<file path="src/rtl/comm_pkg.sv">
// rtl/comm_pkg.sv - shared constants and types for the host-side command master
//
// Holds the default bit period, the 8N1 frame length and the command FSM
// state encoding used by comm_master and comm_uart.

package comm_pkg;

  // Clocks per UART bit: 19200 baud from a 50 MHz clock.
  localparam int BAUD_DIV_DEFAULT = 2604;

  // Start + 8 data + stop.
  localparam int FRAME_BITS = 10;

  typedef enum logic [1:0] {
    IDLE    = 2'd0,
    SEND_HI = 2'd1,
    SEND_LO = 2'd2
  } cmd_state_e;

endpackage

</file>
<file path="src/rtl/comm_uart.sv">
// rtl/comm_uart.sv - 8N1 UART transmitter and receiver sharing one bit period
//
// Ports:
//   clk, rst_n        clock, asynchronous active-low reset
//   trmt              launch a frame of tx_data (accepted only when tx idle)
//   tx_data[7:0]      byte to transmit
//   tx_done           one-cycle pulse at the end of the stop bit
//   TX                serial out, idle high
//   RX                serial in, idle high (asynchronous to clk)
//   rx_data[7:0]      last correctly framed byte
//   rdy               one-cycle pulse when rx_data is updated

module comm_uart
  import comm_pkg::*;
#(
  parameter int BAUD_DIV = BAUD_DIV_DEFAULT
) (
  input  logic       clk,
  input  logic       rst_n,
  input  logic       trmt,
  input  logic [7:0] tx_data,
  output logic       tx_done,
  output logic       TX,
  input  logic       RX,
  output logic [7:0] rx_data,
  output logic       rdy
);

  localparam int CW = (BAUD_DIV > 1) ? $clog2(BAUD_DIV) : 1;
  localparam logic [CW-1:0] BAUD_LAST = CW'(BAUD_DIV - 1);
  // Two clocks of the half period are already spent in edge detection, so
  // the start-bit check lands at the middle of the synchronized bit.
  localparam logic [CW-1:0] BAUD_HALF = CW'(BAUD_DIV / 2 - 2);
  localparam logic [3:0]    STOP_IDX  = 4'(FRAME_BITS - 1);

  // Transmitter state
  logic          tx_busy_q, tx_busy_d;
  logic [CW-1:0] tx_baud_q, tx_baud_d;
  logic [3:0]    tx_bit_q, tx_bit_d;
  logic [8:0]    tx_shift_q, tx_shift_d;
  logic          tx_line_q, tx_line_d;
  logic          tx_done_q, tx_done_d;

  // Receiver state
  logic [1:0]    rx_sync_q, rx_sync_d;
  logic          rx_prev_q, rx_prev_d;
  logic          rx_busy_q, rx_busy_d;
  logic [CW-1:0] rx_baud_q, rx_baud_d;
  logic [3:0]    rx_bit_q, rx_bit_d;
  logic [7:0]    rx_shift_q, rx_shift_d;
  logic [7:0]    rx_data_q, rx_data_d;
  logic          rdy_q, rdy_d;

  logic          rx_bit_in;
  logic          rx_fall;
  logic [CW-1:0] rx_target;

  assign TX      = tx_line_q;
  assign tx_done = tx_done_q;
  assign rx_data = rx_data_q;
  assign rdy     = rdy_q;

  // Transmitter: the start bit is driven directly on launch, the remaining
  // nine bits ({stop, data}) shift out LSB first at each bit boundary.
  always_comb begin
    tx_busy_d  = tx_busy_q;
    tx_baud_d  = tx_baud_q;
    tx_bit_d   = tx_bit_q;
    tx_shift_d = tx_shift_q;
    tx_line_d  = tx_line_q;
    tx_done_d  = 1'b0;
    if (!tx_busy_q) begin
      if (trmt) begin
        tx_busy_d  = 1'b1;
        tx_baud_d  = '0;
        tx_bit_d   = '0;
        tx_shift_d = {1'b1, tx_data};
        tx_line_d  = 1'b0;
      end
    end else if (tx_baud_q == BAUD_LAST) begin
      tx_baud_d = '0;
      if (tx_bit_q == STOP_IDX) begin
        tx_busy_d = 1'b0;
        tx_done_d = 1'b1;
      end else begin
        tx_line_d  = tx_shift_q[0];
        tx_shift_d = {1'b1, tx_shift_q[8:1]};
        tx_bit_d   = tx_bit_q + 4'd1;
      end
    end else begin
      tx_baud_d = tx_baud_q + 1'b1;
    end
  end

  // Receiver: bit 0 is the start-bit recheck at half period, bits 1..8 are
  // data, bit 9 is the stop bit. Going idle right after the stop sample lets
  // the next start edge be caught with zero idle between frames.
  assign rx_bit_in = rx_sync_q[1];
  assign rx_fall   = rx_prev_q & ~rx_bit_in;
  assign rx_target = (rx_bit_q == 4'd0) ? BAUD_HALF : BAUD_LAST;

  always_comb begin
    rx_sync_d  = {rx_sync_q[0], RX};
    rx_prev_d  = rx_bit_in;
    rx_busy_d  = rx_busy_q;
    rx_baud_d  = rx_baud_q;
    rx_bit_d   = rx_bit_q;
    rx_shift_d = rx_shift_q;
    rx_data_d  = rx_data_q;
    rdy_d      = 1'b0;
    if (!rx_busy_q) begin
      if (rx_fall) begin
        rx_busy_d = 1'b1;
        rx_baud_d = '0;
        rx_bit_d  = '0;
      end
    end else if (rx_baud_q == rx_target) begin
      rx_baud_d = '0;
      rx_bit_d  = rx_bit_q + 4'd1;
      if (rx_bit_q == 4'd0) begin
        if (rx_bit_in) begin
          rx_busy_d = 1'b0;
        end
      end else if (rx_bit_q == STOP_IDX) begin
        rx_busy_d = 1'b0;
        if (rx_bit_in) begin
          rx_data_d = rx_shift_q;
          rdy_d     = 1'b1;
        end
      end else begin
        rx_shift_d = {rx_bit_in, rx_shift_q[7:1]};
      end
    end else begin
      rx_baud_d = rx_baud_q + 1'b1;
    end
  end

  always_ff @(posedge clk or negedge rst_n) begin
    if (!rst_n) begin
      tx_busy_q  <= 1'b0;
      tx_baud_q  <= '0;
      tx_bit_q   <= '0;
      tx_shift_q <= '1;
      tx_line_q  <= 1'b1;
      tx_done_q  <= 1'b0;
      rx_sync_q  <= 2'b11;
      rx_prev_q  <= 1'b1;
      rx_busy_q  <= 1'b0;
      rx_baud_q  <= '0;
      rx_bit_q   <= '0;
      rx_shift_q <= '0;
      rx_data_q  <= '0;
      rdy_q      <= 1'b0;
    end else begin
      tx_busy_q  <= tx_busy_d;
      tx_baud_q  <= tx_baud_d;
      tx_bit_q   <= tx_bit_d;
      tx_shift_q <= tx_shift_d;
      tx_line_q  <= tx_line_d;
      tx_done_q  <= tx_done_d;
      rx_sync_q  <= rx_sync_d;
      rx_prev_q  <= rx_prev_d;
      rx_busy_q  <= rx_busy_d;
      rx_baud_q  <= rx_baud_d;
      rx_bit_q   <= rx_bit_d;
      rx_shift_q <= rx_shift_d;
      rx_data_q  <= rx_data_d;
      rdy_q      <= rdy_d;
    end
  end

endmodule

</file>
<file path="src/rtl/comm_master.sv">
// rtl/comm_master.sv - host-side command master: 16-bit command out as two UART bytes, response bytes in
//
// Ports:
//   clk, rst_n        clock, asynchronous active-low reset
//   snd_cmd           start a command; only looked at while idle
//   cmd[15:0]         command word, high byte sent first
//   TX                serial out, idle high
//   RX                serial in, idle high
//   cmd_cmplt         level, set once both bytes are sent, cleared on next accept
//   resp[7:0]         last received response byte
//   resp_cmplt        one-cycle pulse when resp is updated

module comm_master
  import comm_pkg::*;
#(
  parameter int BAUD_DIV = BAUD_DIV_DEFAULT
) (
  input  logic        clk,
  input  logic        rst_n,
  input  logic        snd_cmd,
  input  logic [15:0] cmd,
  output logic        TX,
  input  logic        RX,
  output logic        cmd_cmplt,
  output logic [7:0]  resp,
  output logic        resp_cmplt
);

  cmd_state_e state_q, state_d;
  logic [7:0] lo_byte_q, lo_byte_d;
  logic       cmd_cmplt_q, cmd_cmplt_d;
  logic [7:0] resp_q, resp_d;
  logic       resp_cmplt_q, resp_cmplt_d;

  logic       trmt;
  logic [7:0] tx_data;
  logic       tx_done;
  logic [7:0] rx_data;
  logic       rdy;

  comm_uart #(
    .BAUD_DIV (BAUD_DIV)
  ) u_uart (
    .clk     (clk),
    .rst_n   (rst_n),
    .trmt    (trmt),
    .tx_data (tx_data),
    .tx_done (tx_done),
    .TX      (TX),
    .RX      (RX),
    .rx_data (rx_data),
    .rdy     (rdy)
  );

  assign cmd_cmplt  = cmd_cmplt_q;
  assign resp       = resp_q;
  assign resp_cmplt = resp_cmplt_q;

  // The high byte goes straight from cmd on the accepting cycle; the low byte
  // is captured then so cmd is free to change during transmission.
  always_comb begin
    state_d     = state_q;
    lo_byte_d   = lo_byte_q;
    cmd_cmplt_d = cmd_cmplt_q;
    trmt        = 1'b0;
    tx_data     = cmd[15:8];
    case (state_q)
      IDLE: begin
        if (snd_cmd) begin
          lo_byte_d   = cmd[7:0];
          trmt        = 1'b1;
          tx_data     = cmd[15:8];
          cmd_cmplt_d = 1'b0;
          state_d     = SEND_HI;
        end
      end
      SEND_HI: begin
        if (tx_done) begin
          trmt    = 1'b1;
          tx_data = lo_byte_q;
          state_d = SEND_LO;
        end
      end
      SEND_LO: begin
        if (tx_done) begin
          cmd_cmplt_d = 1'b1;
          state_d     = IDLE;
        end
      end
      default: state_d = IDLE;
    endcase
  end

  always_comb begin
    resp_d       = rdy ? rx_data : resp_q;
    resp_cmplt_d = rdy;
  end

  always_ff @(posedge clk or negedge rst_n) begin
    if (!rst_n) begin
      state_q      <= IDLE;
      lo_byte_q    <= '0;
      cmd_cmplt_q  <= 1'b0;
      resp_q       <= '0;
      resp_cmplt_q <= 1'b0;
    end else begin
      state_q      <= state_d;
      lo_byte_q    <= lo_byte_d;
      cmd_cmplt_q  <= cmd_cmplt_d;
      resp_q       <= resp_d;
      resp_cmplt_q <= resp_cmplt_d;
    end
  end

endmodule

</file>
<file path="config.mk">
export PLATFORM = sky130hd
export DESIGN_NAME = comm_master
export DESIGN_NICKNAME = d
export VERILOG_FILES = /design/src/rtl/comm_pkg.sv /design/src/rtl/comm_uart.sv /design/src/rtl/comm_master.sv
export SDC_FILE = /design/constraint.sdc
export NUM_CORES = 1
export LEC_CHECK = 0
export CAP_MARGIN = 20
export CORE_MARGIN = 1
export CORE_UTILIZATION = 58
export DETAILED_ROUTE_END_ITERATION = 6
export GPL_TIMING_DRIVEN = 0
export HOLD_SLACK_MARGIN = 0.05
export PLACE_DENSITY = 0.82
export SYNTH_ARGS = -nofsm -noshare
export SYNTH_HDL_FRONTEND = slang
export SYNTH_HIERARCHICAL = 1
export SYNTH_SLANG_ARGS = --single-unit
</file>
<file path="constraint.sdc">
create_clock -name clk -period 3.8 [get_ports clk]
set_clock_uncertainty 0.2 [all_clocks]
set_input_delay 0.76 -clock clk [delete_from_list [all_inputs] [get_ports clk]]
set_output_delay 0.76 -clock clk [all_outputs]
set_load 0.02 [all_outputs]
</file>
Word level (Yosys, flattened, before mapping)

Cells that the tools add are included.

Add/subtract/negate cells: 4
Eq/ne operators: 12
Mux-type cells: 52
Bitwise logic cells: 4
Reduce and logical (&&, ||, !) cells: 12

Operator list:

| operator                | number |
|---|---|
| $mux W12                | 7 |
| $mux W9                 | 4 |
| $mux W4                 | 7 |
| $mux W1                 | 26 |
| $add A12 B1 Y12 const B | 2 |
| $mux W8                 | 2 |
| $eq A12 B12 Y1          | 1 |
| $eq A12 B12 Y1 const B  | 1 |
| $reduce_and A3 Y1       | 3 |
| $add A4 B1 Y4 const B   | 2 |
| $eq A4 B4 Y1 const B    | 2 |
| $ne A2 B2 Y1 const B    | 4 |
| $mux W2                 | 3 |
| $pmux W2 S3             | 1 |
| $reduce_bool A2 Y1      | 3 |
| $reduce_and A5 Y1       | 1 |
| $logic_not A4 Y1        | 1 |
| $ne A2 B1 Y1 const B    | 2 |
| $pmux W1 S2             | 2 |
| $reduce_and A2 Y1       | 2 |
| $reduce_and A4 Y1       | 1 |
| $not A1 Y1              | 3 |
| $eq A2 B1 Y1 const B    | 1 |
| $eq A2 B2 Y1 const B    | 1 |
| 2 further kinds         | 2 |

Register bits after elaboration: 85
Output and inout bits: 11
Word-level logic and storage cells: 103

Longest topological paths before layout

Depth in word-level cells: 5
Depth in mapped cells: 7

Hierarchy

Netlist, hierarchy kept.

By module, submodules not included:

| module      | times used | cells an instance | area an instance (µm²) |
|---|---|---|---|
| comm_uart   | 1          | 291               | 3209.3 |
| comm_master | 1          | 60                | 892.1 |

Worst setup path after synthesis

OpenSTA, ideal clock, no wires.

Kind: reg2reg
Start point: register u_uart.rx_baud_q[0]
End point: register u_uart.rx_shift_q[0]
Arrival: 2.442 ns
Data required time: 3.475 ns
Path slack: 1.033 ns
Cell stages (with the launch flop): 6
Path buffers: 1
Clock period less this slack: 2.767 ns
Path through: dfrtp_1 -> or4b_1 -> or4_1 -> buf_6 -> a2111oi_4 -> mux2_2

Cells in the longest elaborated chain, start to end: 2

Ends and longest elaborated chain:

| item                        | RTL line         | RTL |
|---|---|---|
| start, declared             | comm_uart.sv:48  | `logic [CW-1:0] rx_baud_q, rx_baud_d;` |
| start signal, assigned      | comm_uart.sv:164 | `rx_baud_q <= rx_baud_d;` |
| $eq A12 B12 Y1              | comm_uart.sv:117 | `end else if (rx_baud_q == rx_target) begin` |
| $reduce_and A4 Y1 (no line) | -                |  |
| end signal, assigned        | comm_uart.sv:166 | `rx_shift_q <= rx_shift_d;` |
| end, declared               | comm_uart.sv:50  | `logic [7:0] rx_shift_q, rx_shift_d;` |

Every way passes these cells.
A chain may end at the register's enable or synchronous reset.

Final worst setup path

Start point: register u_uart.rx_baud_q[0]
End point: register u_uart.rx_data_q[6], in the netlist u_uart/rx_data[6]

Cells in the longest elaborated chain, start to end: 2

Ends and longest elaborated chain:

| item                        | RTL line         | RTL |
|---|---|---|
| $eq A12 B12 Y1              | comm_uart.sv:117 |  |
| $reduce_and A5 Y1 (no line) | -                |  |
| end signal, assigned        | comm_uart.sv:167 | `rx_data_q <= rx_data_d;` |
| end, declared               | comm_uart.sv:51  | `logic [7:0] rx_data_q, rx_data_d;` |

Every way passes these cells.

==> results.py <==
metrics = {
    "die": {
        "rows": 30,
        "die_h_um": 86.09,
        "ioPinCount": 31,
        "dieWidth_um": 86.09,
        "initial_core_util_pct": 60.37,
        "core_um2": 6794,
        "dieArea_um2": 7411,
    },
    "pwr": {
        "power_frac_clock_pct": 32.5,
        "p_int_uw": 1258,
        "power_frac_seq_pct": 56.0,
        "swShare_pct": 28.07,
        "pwr-share-comb_pct": 11.4,
        "cellLeakagePower_uw": 0.002148,
        "vdd_ir_drop_max_mv": 0.2912,
        "switchingPower_uw": 491.2,
        "p_per_area_nw_per_um2": 370.5,
    },
    "drt": {
        "routed-wl-met3_um": 300,
        "vias": 2920,
        "top_layer": "met4",
        "drt_pass1_iterations": 4,
        "detail_route.vias_per_cell": 5.911,
        "met1_length_mm": 3.666,
        "drc": 0,
        "antenna_left": 0,
        "wirelength_mm": 7.993,
        "wl_per_cell_um": 16.18,
        "drtIter0Drc": 163,
        "wl_met2_mm": 3.948,
    },
    "logic_synthesis": {
        "syn_avg_cell_area_um2": 11.68,
        "synth_fp_nets": 378,
        "syn_inst": 351,
        "yosysWarnings": 6,
        "synth_cell_type_count": 57,
        "postSynth.asyncResetShare_pct": 100.0,
        "synth_top_cell_by_area": "dfrtp_1",
        "yosysSeqAreaShare_pct": 51.62,
        "synth.top_cell.area_share_pct": 43.93,
        "synth_area_leaders": "dfrtp_1 44%, mux2_2 12%, dfstp_2 7.7%",
        "netlist_area_um2": 4101,
        "synth_flop_cell": "dfrtp_1",
        "synth-edff-count": 0,
        "synth-seq-cells": 84,
    },
    "flow_run": {
        "drv_cap": 0,
    },
    "clocking": {
        "clk_latency_ns": 0.35,
        "clockBufferDepth": 2,
        "cts_resized": 0,
        "ctsHoldBuffers": 0,
        "cts_num_sinks": 84,
        "cts_inserted_buffers": 9,
        "clock-root-buffer": "clkbuf_8",
        "post_cts_buffers": 0,
        "htree_levels": 3,
        "clk_pin_slew_ns": 0.09,
        "cts_tree": "done",
    },
    "placement": {
        "port_buffers": 30,
        "gp_congestion": 0.9043,
        "dpl_cell_area_um2": 4547,
        "pre_cts_ws_ns": 0.7136,
        "hpwl_mm": 5.547,
    },
    "worst_setup_path": {
        "required_ns": 3.84,
        "critPathMaxFanout": 8,
        "cp_slowest_cell": "a211oi_2",
        "worstPathArrival_ns": 3.08,
        "cp_cell_sequence": "or4b_1 > or4_1 > buf_6 > a211oi_2 > mux2_2",
        "worst_setup_path_end_kind": "register",
        "start_kind": "register",
        "slowest_delay_ns": 0.66,
        "path_class": "reg2reg",
    },
    "sta": {
        "drv_slew": 0,
        "slew_headroom_pct": 40.25,
        "grt_setup_unrepaired": "false",
        "tightest_slew_ns": 0.8908,
        "finalSetupViolCount": 0,
        "fmax_mhz": 328.7,
        "final.period_utilization_pct": 80.06,
        "hold_viol_final": 0,
        "fin_crit_ns": 3.042,
        "setup_ws_ns": 0.7577,
    },
    "min_path": {
        "hp-class": "in2async",
    },
    "finish": {
        "drive_gt1_share_pct": 23.62,
        "final_area_um2": 4722,
        "nets": 420,
        "seq_area_um2": 2117,
        "multi_input_area_um2": 1872,
        "area_delta_synth_final_pct": 15.13,
        "antenna_cells": 0,
        "layout_common_cells": "72 x dfrtp_1, 45 x mux2_2, 29 x clkdlybuf4s50_1",
        "mostFrequentLayoutCell": "dfrtp_1",
        "fillers": 477,
    },
    "grt": {
        "grt_pass1_wl_mm": 13.43,
        "grt_pass1_vias": 2837,
        "antenna_found_initial": 0,
        "overflow": 0,
        "grt_max_degree": 57,
        "grt_usage_pct": 23.47,
    },
    "run_status": {
        "status": "completed",
    },
}
[worst max-delay path, delay by kind of cell, from the launching register on]
family                 cells  cell delay (ns)
AO/OA/AOI/OAI              1             0.66
buffers and inverters      1             0.15
flip-flops                 1             0.46
multiplexers               1             0.42
AND/OR/NAND/NOR            2             1.05
[metal layers]
| layer | vias up | track usage [%] |
|---|---|---|
| li1 | 1403 | - |
| met1 | 1448 | 30.89 |
| met2 | 63 | 37.73 |
| met3 | 6 | 6.160 |
| met4 | 0 | 8.182 |
| met5 | - | 0 |
[power groups by stage]
stage	sequential [uW]	combinational, uW	clock [uW]
floorplan	983	132	0
global placement	994	187	0
detailed placement	996	199	0
CTS	979	201	587
global route	987	226	626
finish	981	200	569
[cells by family (layout without fill, tap and decap cells)]
| kind of cell | Yosys count | count (layout) | share of synthesized area, % |
|---|---|---|---|
| mux | 57 | 57 | 16.26 |
| xor+xnor | 5 | 5 | 1.068 |
| compound gates | 77 | 77 | 13.24 |
| buf+inv | 26 | 73 | 2.746 |
| fa+ha+maj | 7 | 7 | 2.135 |
| simple gates | 95 | 95 | 12.94 |
| flops | 84 | 84 | 51.62 |
[flip-flops by register name (all words and copies together), names as in the netlist, 2 cells and up]
| signal | flops |
|---|---|
| u_uart/rx_bit_q | 4 |
| u_uart/rx_baud_q | 12 |
| resp | 8 |
| u_uart/rx_shift_q | 8 |
| u_uart/tx_shift_q | 8 |
| u_uart/tx_bit_q | 4 |
| lo_byte_q | 8 |
| u_uart/rx_data | 8 |
| state_q | 2 |
| u_uart/rx_sync_q | 2 |
| u_uart/tx_baud_q | 12 |
[layout make-up]
cell class	count	share of cell area, %
Buffer	13	1.351
Clock buffer	9	2.623
Clock inverter	7	1.086
Inverter	13	1.033
Multi-Input combinational cell	241	39.64
Sequential cell	84	44.83
Tap cell	96	2.544
Timing Repair Buffer	31	6.889
[synthesized netlist by cell type, drive strengths merged (3+ instances only)]
cell type  number
a211oi          5
a21o            3
a21oi          17
a22o            5
a31oi           7
and3            5
clkbuf         11
dfrtp          72
dfstp          12
ha              7
inv            13
mux2           53
mux2i           4
nand2          24
nand2b          3
nand3          14
nand4           5
nor2           10
nor3            7
nor4            6
o211ai          5
o21ai          13
o31ai           7
or4             3
xor2            4
[final timing paths]
kind | startpoint | end | slack (ns) | cells past startpoint
worst max-delay path | u_uart/rx_baud_q[0] | u_uart/rx_data[6] | 0.76 | 5
max in group asynchronous | rst_n | u_uart/rx_prev_q | 2.63 | 2
min in group clk | u_uart/rx_sync_q[0] | u_uart/rx_sync_q[1] | 0.16 | 0
worst min-delay path | rst_n | u_uart/tx_baud_q[8] | 0.13 | 1
worst max register to register | u_uart/rx_baud_q[0] | u_uart/rx_data[6] | 0.76 | 5
worst min register to register | u_uart/rx_sync_q[0] | u_uart/rx_sync_q[1] | 0.16 | 0
[stage by stage]
step	util (%)	TNS, ns	hold WS (ns)	instances	total power [uW]
after floorplan	-	0	0.1452	351	1115
after global placement	66.56	-81.39	0.1471	477	1181
after detailed placement	66.92	0	0.1488	478	1196
after CTS	69.50	0	0.1231	494	1767
after global routing	69.50	0	0.1246	494	1839
final	69.50	0	0.1254	494	1750
No activity file was read; power rests on OpenSTA's default activity.
